`src/rtl/nand_share_pkg.sv`:
```
// nand_share_pkg: shared state type and sizing helpers for nand_share_arbiter
package nand_share_pkg;
    typedef enum logic [1:0] {IDLE, EVAL, RESP} arb_state_t;
    localparam int NUM_REQ_MAX = 8;
    function automatic int idx_w(input int n);
        return (n > 1) ? $clog2(n) : 1;
    endfunction
endpackage

```
`src/rtl/NAND_GATE.sv`:
```
// NAND_GATE: two-input NAND cell from the base logic library
module NAND_GATE (
    input  logic in0,
    input  logic in1,
    output logic out
);
    assign out = ~(in0 & in1);
endmodule

```
`src/rtl/nand_share_arbiter.sv`:
```
// nand_share_arbiter: round-robin sharing of one NAND_GATE among NUM_REQ requesters
// Optional saturating per-requester grant counters: define NAND_SHARE_ARB_STATS_EN
module nand_share_arbiter
    import nand_share_pkg::*;
#(
    parameter int NUM_REQ = 4,
    parameter int CNT_W   = 8
) (
    input  logic                     clk,
    input  logic                     rst,
    input  logic [NUM_REQ-1:0]       req_valid,
    input  logic [NUM_REQ-1:0]       req_in0,
    input  logic [NUM_REQ-1:0]       req_in1,
    output logic [NUM_REQ-1:0]       req_ready,
    output logic [NUM_REQ-1:0]       rsp_valid,
    output logic                     rsp_out,
    output logic                     busy,
    output logic [NUM_REQ*CNT_W-1:0] grant_cnt
);
    localparam int IW = idx_w(NUM_REQ);

    if (NUM_REQ < 2 || NUM_REQ > NUM_REQ_MAX) begin : g_bad_num_req
        $error("nand_share_arbiter: NUM_REQ out of range");
    end

    arb_state_t         state_q, state_d;
    logic [IW-1:0]      rr_ptr_q, rr_ptr_d, g_q, g_d, gi;
    logic [IW:0]        j;
    logic               op0_q, op0_d, op1_q, op1_d, res_q, res_d;
    logic [NUM_REQ-1:0] rsp_valid_q, rsp_valid_d;
    logic               busy_q, busy_d;
    logic               found, hs, nand_out;

    NAND_GATE u_nand (
        .in0(op0_q),
        .in1(op1_q),
        .out(nand_out)
    );

    // Scan upward from rr_ptr with wrap-around for the first pending requester
    always_comb begin
        found = 1'b0;
        gi = '0;
        j = '0;
        for (int k = 0; k < NUM_REQ; k++) begin
            j = {1'b0, rr_ptr_q} + (IW+1)'(k);
            if (j >= (IW+1)'(NUM_REQ)) j = j - (IW+1)'(NUM_REQ);
            if (!found && req_valid[j[IW-1:0]]) begin
                found = 1'b1;
                gi = j[IW-1:0];
            end
        end
    end

    assign hs = (state_q == IDLE) && found && !rst;

    // Grant decode, next state and datapath updates
    always_comb begin
        req_ready = '0;
        if (hs) req_ready[gi] = 1'b1;
        state_d = hs ? EVAL : (state_q == EVAL) ? RESP : IDLE;
        rr_ptr_d = hs ? ((gi == IW'(NUM_REQ - 1)) ? '0 : gi + 1'b1) : rr_ptr_q;
        g_d = hs ? gi : g_q;
        op0_d = hs ? req_in0[gi] : op0_q;
        op1_d = hs ? req_in1[gi] : op1_q;
        res_d = (state_q == EVAL) ? nand_out : 1'b0;
        rsp_valid_d = '0;
        if (state_q == EVAL) rsp_valid_d[g_q] = 1'b1;
        busy_d = (state_d != IDLE);
    end

    // State and datapath registers; reset aborts any transaction in flight
    always_ff @(posedge clk) begin
        if (rst) begin
            state_q     <= IDLE;
            rr_ptr_q    <= '0;
            g_q         <= '0;
            op0_q       <= 1'b0;
            op1_q       <= 1'b0;
            res_q       <= 1'b0;
            rsp_valid_q <= '0;
            busy_q      <= 1'b0;
        end else begin
            state_q     <= state_d;
            rr_ptr_q    <= rr_ptr_d;
            g_q         <= g_d;
            op0_q       <= op0_d;
            op1_q       <= op1_d;
            res_q       <= res_d;
            rsp_valid_q <= rsp_valid_d;
            busy_q      <= busy_d;
        end
    end

    assign rsp_valid = rsp_valid_q;
    assign rsp_out   = res_q;
    assign busy      = busy_q;

`ifdef NAND_SHARE_ARB_STATS_EN
    logic [NUM_REQ-1:0][CNT_W-1:0] cnt_q, cnt_d;

    // Count handshakes per requester, holding at all-ones
    always_comb begin
        cnt_d = cnt_q;
        if (hs && cnt_q[gi] != '1) cnt_d[gi] = cnt_q[gi] + 1'b1;
    end

    // Counter registers
    always_ff @(posedge clk) begin
        if (rst) cnt_q <= '0;
        else cnt_q <= cnt_d;
    end

    assign grant_cnt = cnt_q;
`else
    assign grant_cnt = '0;
`endif
endmodule

```
`config.mk`:
```
export PLATFORM = sky130hd
export DESIGN_NAME = nand_share_arbiter
export DESIGN_NICKNAME = d
export VERILOG_FILES = /design/src/rtl/nand_share_pkg.sv /design/src/rtl/NAND_GATE.sv /design/src/rtl/nand_share_arbiter.sv
export SDC_FILE = /design/constraint.sdc
export NUM_CORES = 1
export LEC_CHECK = 0
export BUFFER_PORTS_ARGS = -buffer_cell sky130_fd_sc_hd__buf_2
export CELL_PAD_IN_SITES_DETAIL_PLACEMENT = 2
export CELL_PAD_IN_SITES_GLOBAL_PLACEMENT = 2
export CORE_MARGIN = 2
export CORE_UTILIZATION = 22
export CTS_BUF_LIST = sky130_fd_sc_hd__clkbuf_16
export CTS_CLUSTER_DIAMETER = 100
export DETAILED_ROUTE_END_ITERATION = 8
export GPL_TIMING_DRIVEN = 0
export MAX_ROUTING_LAYER = met4
export PLACE_DENSITY_LB_ADDON = 0.1
export SYNTH_ARGS = -nofsm -noshare
export SYNTH_HDL_FRONTEND = slang
export SYNTH_HIERARCHICAL = 1
export SYNTH_SLANG_ARGS = --single-unit
```
`constraint.sdc`:
```
create_clock -name clk -period 1.8 [get_ports clk]
set_input_delay 0.09 -clock clk [delete_from_list [all_inputs] [get_ports clk]]
set_output_delay 0.09 -clock clk [all_outputs]
set_load 0.005 [all_outputs]
```
* Word-level counts from Yosys, hierarchy flattened
Cells that the tools add are included. W data, S select, Z words.
Operators by class: $add $sub $neg 8, order comparisons 12, equal/unequal tests 2, mux-type cells 32, bitwise logic cells 3, reduce and logical (&&, ||, !) cells 14
Operator list (count):
- $mux W2 | 11
- $lt A2 B3 Y1 const B | 6
- $bmux W1 S2 | 6
- $mux W1 | 12
- $ge A3 B3 Y1 const B | 3
- $sub A2 B1 Y2 const B | 4
- $logic_and A1 B1 Y1 | 7
- $add A2 B2 Y3 const B | 2
- $demux W1 S2 | 2
- $ge A2 B1 Y1 const B | 2
- $logic_not A1 Y1 | 4
- $mux W4 | 1
- $add A2 B1 Y3 const B | 1
- $ge A2 B3 Y1 const B | 1
- $add A2 B1 Y2 const B | 1
- $eq A2 B1 Y1 const B | 1
- $eq A2 B2 Y1 const B | 1
- $logic_not A2 Y1 | 1
- $not A1 Y1 | 2
- $reduce_bool A2 Y1 | 1
- $reduce_or A2 Y1 | 1
- $and A1 B1 Y1 | 1
Storage, ports and cells: register bits 14, input bits 14, output and inout port bits 42, logic and storage cells 79

* Logic depth before layout (Yosys ltp)
Gate-level depths: netlist of run 1.
depth in word-level cells 19, mapped depth 7, mapped depth without buffers 6

* Hierarchy
The synthesis of run 1 kept the hierarchy.
Modules (own cells, without submodules):
- nand_share_arbiter | times used 1, cells an instance 98, area each 879.6 sq um, seq. area each 280.3 sq um
- NAND_GATE | times used 1, cells an instance 1, area each 3.8 sq um, seq. area each 0.0 sq um

* Worst setup path before layout of run 1
No wires, ideal clock.
path type reg2reg, start point register rr_ptr_q[0], end point register rr_ptr_q[1], setup time 0.116 ns, arrival 1.233 ns, required time 1.684 ns, slack 0.451 ns, stages on the path, launching flop included 7, buffers on the path 0, period minus slack after synthesis 1.349 ns, path through dfxtp_1 -> inv_1 -> a22o_1 -> a221oi_4 -> ha_1 -> nand2_1 -> a21oi_1
On the way: word-level cells in the longest chain between the ends 16, elaborated cells on any way between the ends 42, those cells by class 8 x add/sub; 4 x order compare; 1 x eq/ne; 21 x mux; 8 x reduce/logical
RTL lines:
- start: declaration | line nand_share_arbiter.sv:27 | logic [IW-1:0] rr_ptr_q, rr_ptr_d, g_q, g_d, gi;
- start signal: assignment | line nand_share_arbiter.sv:85 | rr_ptr_q <= rr_ptr_d;
- parallel branches: the longest is 16 deep, another holds $add A2 B1 Y3
Parallel ways; which one is timed is not known. The select of a mux whose other input is x is not followed. A chain may end at the register's enable or synchronous reset.

* Final worst setup path of run 1
start point register rr_ptr_q[0], end point output req_ready[1]
On the way: word-level cells in the longest chain between the ends 19, elaborated cells on any way between the ends 45, those cells by class 7 x add/sub; 6 x order compare; 23 x mux; 9 x reduce/logical
RTL lines:
- parallel branches: the longest is 18 deep, another holds $add A2 B1 Y3
- $mux W4 (*) | line nand_share_arbiter.sv:60 | if (hs) req_ready[gi] = 1'b1;
- end: declaration | line nand_share_arbiter.sv:14 | output logic [NUM_REQ-1:0] req_ready,
Every way passes the cells marked *. The select of a mux whose other input is x is not followed.

==> results of run 1 <==
how the worst max path moves through the flow:
stage,start,endpoint,slack [ns],cells after the start
after global routing,state_q[1],req_ready[0],0.0008,8
final,rr_ptr_q[0],req_ready[1],0.13,7
after CTS,rr_ptr_q[0],req_ready[3],0.05,6
after detailed placement,rr_ptr_q[1],op0_q,0.23,5
after global placement,rr_ptr_q[1],rr_ptr_q[1],0.33,6
after floorplan,rr_ptr_q[0],rr_ptr_q[1],0.45,6
repair_timing:
action,4_1_cts,5_1_grt
resized for setup,0,1
pin swaps,1,1
setup buffers,3,1
endpoints found under the setup margin,1,3
hold endpoints to repair,0,0
cells in the mapped netlist, types with 2 or more instances:
master and n:
nor2_1 3, and3_1 2, nand2b_1 2, a21oi_1 6
dfxtp_1 14, inv_1 5, buf_4 33, nand3_1 2
mux2i_1 4, nor3b_1 2, nand2_1 8, o221ai_2 2
where the power goes:
group | internal (mW) | switching, mW | leakage, nW
clock | 0.294 | 0.128 | 0.0385
sequential | 0.338 | 0.0172 | 0.115
combinational | 0.136 | 0.119 | 0.571
total | 0.767 | 0.265 | 0.725
registers in the layout (all words and copies together) (netlist names):
register   count
rsp_valid      4
g_q            2
rr_ptr_q       2
state_q        2
busy           1
op0_q          1
op1_q          1
rsp_out        1
stage by stage:
step	std cells	hold WS, ns	util [%]
final	211	0.0919	33.0
after detailed placement	203	0.345	29.9
after CTS	210	0.0920	32.8
after global placement	203	0.345	29.9
after floorplan	130	0.159	-
after global routing	211	0.0986	33.0
cell type report:
cell class / instances / area [µm²] / area share [%]
Buffer: 33 / 248 / 19.1
Clock buffer: 3 / 75.1 / 5.77
Clock inverter: 1 / 3.75 / 0.289
Inverter: 7 / 28.8 / 2.21
Multi-Input combinational cell: 76 / 443 / 34.1
Sequential cell: 14 / 282 / 21.7
Tap cell: 50 / 62.6 / 4.81
Timing Repair Buffer: 27 / 158 / 12.1
worst max-delay path, stage by stage, from the launching register on:
cell	delay [ns]
dfxtp_2	0.34
inv_1	0.06
a22o_1	0.23
a221oi_4	0.29
buf_4	0.17
nand2_4	0.07
nor2_1	0.08
buf_2	0.11
layer usage:
metal | vias to the layer above | track usage (%)
met3 | 4 | 2.67
met1 | 339 | 11.0
met5 | - | -
met2 | 38 | 20.3
li1 | 387 | -
met4 | 0 | 6.12
logic make-up after synthesis:
family          share of synthesized area [%]
buf+inv                                  31.3
mux                                      4.53
compound gates                           15.3
other cells                             0.425
fa+ha+maj                                1.42
flops                                    31.7
simple gates                             15.3
==> reports/results.tsv, run 1 <==
metric	value	unit
status	finished clean	
crit_arrival	1.58	ns
grt_pass1_vias	806	
netlist_area	883	µm²
synth_top_area_share	31.7	%
synth_edf_count	0	
p_per_area	794	mW/mm²
overflow	0	
skew	0.00133	ns
nets	177	
grtUsageTotal	11.2	%
synth.ff_latch_count	14	
p_leak	0.725	nW
wl	2.22	mm
antenna_found_initial	0	
final_cell_mix	buf_4, conb_1, buf_2, dfxtp_1, nand2_1	
dr.pass1.iters	3	
antenna_cells	0	
dieWidth	67.4	µm
first_iter_violations	21	
via_per_inst	3.64	
drv_cap	0	
numClockSinks	14	
ff2ff_setup_slack	0.23	ns
routed.top_layer	met4	
cp.required	1.71	ns
hold_depth	2	
synth_cell_type_count	28	
ys.flop_type	dfxtp_1	
drv_slew	0	
grt_pass1_wl	3.59	mm
ios	56	
cts_buffer_depth	2	
fin_ws	0.125	ns
grt_max_degree	9	
numCtsBuffers	3	
initial_utilization	22.4	%
synthCells	99	
final_common_cell	buf_4	
r2r-end	op1_q	
final.period_utilization	93.0	%
core_area	0.00394	mm²
async_reset_ff_share	0	%
drc_errors	0	
yosysSeqAreaShare	31.7	%
htreeDepth	1	
clk_pin_slew	0.05	ns
final_layout_size_suffix_gt1_share	45.3	%
rows	23	
area_delta_synth_final	47.2	%
insertion_delay	0.24	ns
period_needed	1.67	ns
synth.area.top_cells	dfxtp_1, buf_4, mux2i_1, a21oi_1, nand2_1	
wl_met2	1.16	mm
hold_violations	0	
hold_end	g_q[0]	
avgSynthCellArea	8.92	µm²
regToRegStartpoint	rr_ptr_q[1]	
ir_drop	0.273	mV
synth_top_area_cell	dfxtp_1	
yosysWarnings	6	
wl_met1	831	µm
rr_worst_depth	7	
cts_hold_buf	0	
gp_congestion	0.774	
fillers	478	
setup_viol	0	
cp-start-kind	register	
end_kind	output port	
critPathKind	reg2out	
place_ws	0.228	ns
die_h	67.4	µm
wl_per_cell	10.5	µm
min_from	rst	
worstPathMaxFanout	5	
cts_tree	done	
route.vias.total	768	
final_area	0.00130	mm²
setup_tns	0	ns
post_dp_cell_area	0.00118	mm²
dpl.hpwl	1.82	mm
die-area	0.00454	mm²
grt_setup_unrepaired	false	
wl_met3	178	µm
finalPower	1.03	mW
fmax	0.597	GHz
min-delay-path-class	in2reg	
port-buffer-count	23	
clockRootBuffer	clkbuf_16	
ant_nets	0	
Power figures use the tool's default switching activity.
==> run 2, diff against run 1 <==
--- a/config.mk
+++ b/config.mk
@@ -15,8 +15,8 @@
 export DETAILED_ROUTE_END_ITERATION = 8
 export GPL_TIMING_DRIVEN = 0
 export MAX_ROUTING_LAYER = met4
-export PLACE_DENSITY_LB_ADDON = 0.1
+export PLACE_DENSITY = 0.77
+export SLEW_MARGIN = 10
 export SYNTH_ARGS = -nofsm -noshare
 export SYNTH_HDL_FRONTEND = slang
-export SYNTH_HIERARCHICAL = 1
 export SYNTH_SLANG_ARGS = --single-unit
==> run 2 against run 1 <==
Against the previous run: via count increased by 14%; clock skew increased by 0.0023 ns; critical path type unchanged; critical path depth decreased by 1; synthesized area increased by 5.1%; first-iteration DRC count increased by 86%.
==> reports/results.tsv, run 2 <==
metric	value	unit
dr.pass1.iters	2	
initial_utilization	23.0	%
hold_end	g_q[1]	
yosysWarnings	0	
cp_slowest_cell	dfxtp_2	
ys.flop_type	dfxtp_1	
antenna_found_initial	0	
p_per_area	786	mW/mm²
route.vias.total	874	
critPathKind	reg2out	
numCtsBuffers	3	
ios	56	
area_delta_synth_final	44.2	%
final_util	33.2	%
setup_tns	0	ns
netlist_area	928	µm²
drv_cap	0	
die_h	69.0	µm
die-area	0.00476	mm²
rows	23	
hold_violations	0	
synth_top_area_share	30.2	%
post_dp_cell_area	0.00122	mm²
antenna_cells	0	
port-buffer-count	22	
async_reset_ff_share	0	%
final.period_utilization	96.6	%
cp-start-kind	register	
htreeDepth	1	
synth_top_area_cell	dfxtp_1	
via_per_inst	4.01	
rr_worst_depth	6	
overflow	0	
end_kind	output port	
synth_edf_count	0	
core_area	0.00403	mm²
fillers	498	
regToRegStartpoint	rr_ptr_q[0]	
final_layout_size_suffix_gt1_share	39.9	%
clk_pin_slew	0.04	ns
final_cell_mix	buf_4, conb_1, buf_2, dfxtp_1, nor2_1	
wl	2.59	mm
dieWidth	69.0	µm
hold_depth	2	
worstPathMaxFanout	5	
grt_max_degree	11	
place_ws	0.104	ns
largest_register_ffs	4	
crit_arrival	1.65	ns
skew	0.00358	ns
grt_pass1_wl	3.85	mm
synth.ff_latch_count	14	
min-delay-path-class	in2reg	
grt_pass1_vias	850	
gp_congestion	0.686	
final_common_cell	buf_4	
ff2ff_setup_slack	0.22	ns
r2r-end	rr_ptr_q[1]	
synth_cell_type_count	29	
synthCells	108	
slew_headroom	62.6	%
setup_viol	0	
worstMarginPinSlew	0.557	ns
synth_most_common_cell	buf_4	
nets	184	
cts_tree	done	
synth.top_cells.by_count	buf_4, dfxtp_1, nor2_1, nand2_1, mux2i_1	
wl_per_cell	11.9	µm
final_area	0.00134	mm²
synth.area.top_cells	dfxtp_1, buf_4, mux2i_1, nor2_1, nand2_1	
insertion_delay	0.24	ns
ant_nets	0	
grtUsageTotal	11.3	%
max_stage_delay	0.36	ns
drc_errors	0	
avgSynthCellArea	8.60	µm²
fmax	0.575	GHz
ir_drop	0.262	mV
period_needed	1.74	ns
status	finished clean	
drv_slew	0	
yosysSeqAreaShare	30.2	%
min_from	rst	
first_iter_violations	39	
p_leak	0.714	nW
dpl.hpwl	2.06	mm
cts_buffer_depth	2	
fin_ws	0.0617	ns
clockRootBuffer	clkbuf_16	
cp.required	1.71	ns
cp_cell_sequence	and2b_1 > o21ai_0 > o221a_2 > ha_1 > and2_1 > buf_2	
numClockSinks	14	
## run 2: cell count changes after synthesis, sizes merged, moves of 3 or more
cell,previous run,this run
o21ai,1,5
inv,7,4
nor2,4,10
or3,0,3
a21oi,7,3
## run 2: cells by family after synthesis
logic type / after synthesis / synth area share [%]
compound gates: 16 / 12.8
other cells: 1 / 0.404
fa+ha+maj: 1 / 1.35
buf+inv: 37 / 28.7
flops: 14 / 30.2
simple gates: 34 / 21.2
mux: 5 / 5.39
## run 2: power breakdown
part | switching (mW) | internal (mW)
Sequential | 0.0261 | 0.338
Clock | 0.127 | 0.294
Combinational | 0.126 | 0.142
Total | 0.279 | 0.774
## run 2: layer usage
metal / global-route usage [%] / vias up / part of all wire [%]
li1: - / 423 / -
met1: 11.1 / 412 / 37
met2: 21.9 / 37 / 54
met3: 2.92 / 2 / 7.9
met4: 2.94 / 0 / 0.85
met5: - / - / 0
## run 2: repair_timing
action / in CTS / in global routing
hold buffers: 0 / 0
buffers inserted: 1 / 2
setup endpoints to repair: 1 / 2
resized for setup: 1 / 2
## run 2: cell type report
class	instances	area [µm²]	area share, %
inverters	4	15.0	1.12
well taps	50	62.6	4.67
plain buffers	33	251	18.8
clock buffers	3	75.1	5.61
repair buffers	25	133	9.91
clock inverters	1	3.75	0.280
flip-flops and latches	14	282	21.0
multi-input cells	88	517	38.6
## run 2: critical path: cells and delay by family, from the launching register on
kind | cells | cell delay, ns
AO/OA/AOI/OAI | 2 | 0.46
flip-flops | 1 | 0.36
AND/OR/NAND/NOR | 2 | 0.34
adder cells (fa/ha/maj) | 1 | 0.15
buffers and inverters | 1 | 0.11
## run 2: stage by stage
stage                     power, mW  hold slack [ns]  std cells
final                          1.05           0.0572        218
after global routing           1.12           0.0685        218
after CTS                      1.05           0.0590        216
after detailed placement      0.609            0.315        211
after global placement        0.594            0.304        211
after floorplan               0.541            0.275        139
## run 2: how the worst max path moves through the flow
stage / startpoint / endpoint / slack [ns] / cells after the start
3_5_place_dp: rr_ptr_q[0] / rr_ptr_q[1] / 0.10 / 6
4_1_cts: rr_ptr_q[0] / req_ready[3] / 0.02 / 6
3_3_place_gp: rr_ptr_q[0] / rr_ptr_q[1] / 0.18 / 6
6_report: rr_ptr_q[0] / req_ready[3] / 0.06 / 6
2_1_floorplan: rr_ptr_q[0] / rr_ptr_q[1] / 0.37 / 6
5_1_grt: rr_ptr_q[0] / req_ready[3] / -0.03 / 6
==> run 3, diff against run 2 <==
--- a/config.mk
+++ b/config.mk
@@ -5,17 +5,17 @@
 export SDC_FILE = /design/constraint.sdc
 export NUM_CORES = 1
 export LEC_CHECK = 0
-export BUFFER_PORTS_ARGS = -buffer_cell sky130_fd_sc_hd__buf_2
 export CELL_PAD_IN_SITES_DETAIL_PLACEMENT = 2
 export CELL_PAD_IN_SITES_GLOBAL_PLACEMENT = 2
 export CORE_MARGIN = 2
-export CORE_UTILIZATION = 22
+export CORE_UTILIZATION = 32
 export CTS_BUF_LIST = sky130_fd_sc_hd__clkbuf_16
 export CTS_CLUSTER_DIAMETER = 100
 export DETAILED_ROUTE_END_ITERATION = 8
+export DONT_BUFFER_PORTS = 1
 export GPL_TIMING_DRIVEN = 0
 export MAX_ROUTING_LAYER = met4
-export PLACE_DENSITY = 0.77
+export PLACE_DENSITY = 0.76
 export SLEW_MARGIN = 10
 export SYNTH_ARGS = -nofsm -noshare
 export SYNTH_HDL_FRONTEND = slang
==> run 3 against run 2 <==
Against the previous run: register-to-register slack got worse by 0.05 ns; worst hold slack got worse by 0.010 ns; via count fell by 9.4%; sequential cell count did not move; cell count fell by 19%; clock skew fell by 0.0027 ns; final area fell by 11%; clock power rose by 1%; non-clock buffer count fell by 22; combinational power fell by 12%; setup slack improved by 0.040 ns.
==> reports/results.tsv, run 3 (synthesis results as in run 2) <==
metric	value	unit
status	finished clean	
drc_errors	0	
grtUsageTotal	14.3	%
fillers	325	
nets	162	
cp.required	1.71	ns
drv_slew	0	
min-delay-path-class	in2reg	
ios	56	
final.period_utilization	94.3	%
instances_no_fill	177	
slew_headroom	58.4	%
r2r-end	rr_ptr_q[1]	
cts_hold_buf	0	
ant_nets	0	
p_leak	0.612	nW
min_from	req_in0[1]	
fmax	0.589	GHz
rr_worst_depth	6	
dpl.hpwl	1.69	mm
dr.pass1.iters	4	
cp_cell_sequence	and2b_1 > nor2_1 > a2bb2oi_4 > ha_1 > and2_1	
via_per_inst	4.47	
cts_buffer_depth	2	
finalPower	1.02	mW
cp_slowest_cell	dfxtp_1	
clockRootBuffer	clkbuf_16	
initial_utilization	33.7	%
worstPathMaxFanout	5	
setup_viol	0	
antenna_cells	0	
fin_ws	0.102	ns
port-buffer-count	0	
period_needed	1.70	ns
numCtsBuffers	3	
skew	0.000847	ns
first_iter_violations	25	
overflow	0	
largest_register_ffs	4	
cp.depth	5	
crit_buf_inv	0	
startpoint	rr_ptr_q[0]	
crit_arrival	1.61	ns
setup_tns	0	ns
die_h	57.9	µm
hold_violations	0	
drv_cap	0	
dp_cells	170	
numClockSinks	14	
ir_drop	0.821	mV
rows	19	
crit_end	req_ready[3]	
p_per_area	856	mW/mm²
worstMarginPinSlew	0.619	ns
final_cell_mix	buf_4, conb_1, dfxtp_1, nor2_1, nand2_1	
dieWidth	57.9	µm
clk_pin_slew	0.05	ns
cts_tree	done	
htreeDepth	1	
final_layout_size_suffix_gt1_share	29.5	%
max_stage_delay	0.38	ns
die-area	0.00335	mm²
insertion_delay	0.24	ns
core_area	0.00276	mm²
wl	2.29	mm
gp_congestion	0.748	
wl_per_cell	12.9	µm
cp_top_family	simple AND/OR/NAND/NOR gates	
route.vias.total	792	
place_ws	0.142	ns
end_kind	output port	
critPathKind	reg2out	
area_delta_synth_final	28.8	%
antenna_found_initial	0	
grt_pass1_vias	789	
grt_pass1_wl	3.55	mm
regToRegStartpoint	rr_ptr_q[0]	
cp-start-kind	register	
final_common_cell	buf_4	
grt_max_degree	11	
ff2ff_setup_slack	0.17	ns
run 3: cell types whose count changed in the layout (fill, tap and decap cells not counted), sizes merged:
| cell | delta |
|---|---|
| buf | -22 |
run 3: through the flow:
| step | utilization [%] | hold slack, ns | cell area, µm² |
|---|---|---|---|
| finish | 43.4 | 0.0471 | 1200 |
| global route | 43.4 | 0.0698 | 1200 |
| CTS | 42.2 | 0.0490 | 1160 |
| detailed placement | 39.3 | 0.302 | 1080 |
| global placement | 39.3 | 0.298 | 1080 |
| floorplan | - | 0.275 | 1040 |
run 3: what timing repair did:
item | 4_1_cts | 5_1_grt
endpoints found under the setup margin | 0 | 1
gates resized for setup | 0 | 1
endpoints found under the hold margin | 0 | 0
buffers inserted | 0 | 3
run 3: layer usage:
| layer | GRT usage [%] | vias up | share of wire [%] |
|---|---|---|---|
| met4 | 5.98 | 0 | 1.9 |
| met1 | 15.2 | 365 | 38 |
| met3 | 2.68 | 7 | 7.7 |
| li1 | - | 381 | - |
| met5 | - | - | 0 |
| met2 | 25.8 | 39 | 52 |
run 3: worst min path at each step:
stage | to | cells after the start
5_1_grt | g_q[1] | 2
6_report | op0_q | 2
3_5_place_dp | op0_q | 2
3_3_place_gp | op1_q | 2
2_1_floorplan | op0_q | 2
4_1_cts | op0_q | 2
run 3: where the power goes:
part | leakage (nW) | internal, mW | switching, mW
logic | 0.459 | 0.126 | 0.110
registers | 0.115 | 0.338 | 0.0272
clock network | 0.0385 | 0.294 | 0.130
total | 0.612 | 0.757 | 0.267
run 3: layout make-up:
cell class | count | area, µm² | area share, %
Buffer | 33 | 251 | 21.0
Inverter | 4 | 15.0 | 1.26
Multi-Input combinational cell | 88 | 509 | 42.6
Timing Repair Buffer | 3 | 22.5 | 1.88
Clock buffer | 3 | 75.1 | 6.28
Clock inverter | 1 | 3.75 | 0.314
Tap cell | 31 | 38.8 | 3.24
Sequential cell | 14 | 280 | 23.4
run 3: worst reg2reg max path, delay by kind of cell, from the launching register on:
kind	cells	cell delay [ns]
compound gates	1	0.24
fa+ha+maj	1	0.27
mux	1	0.15
simple gates	3	0.47
flops	1	0.38
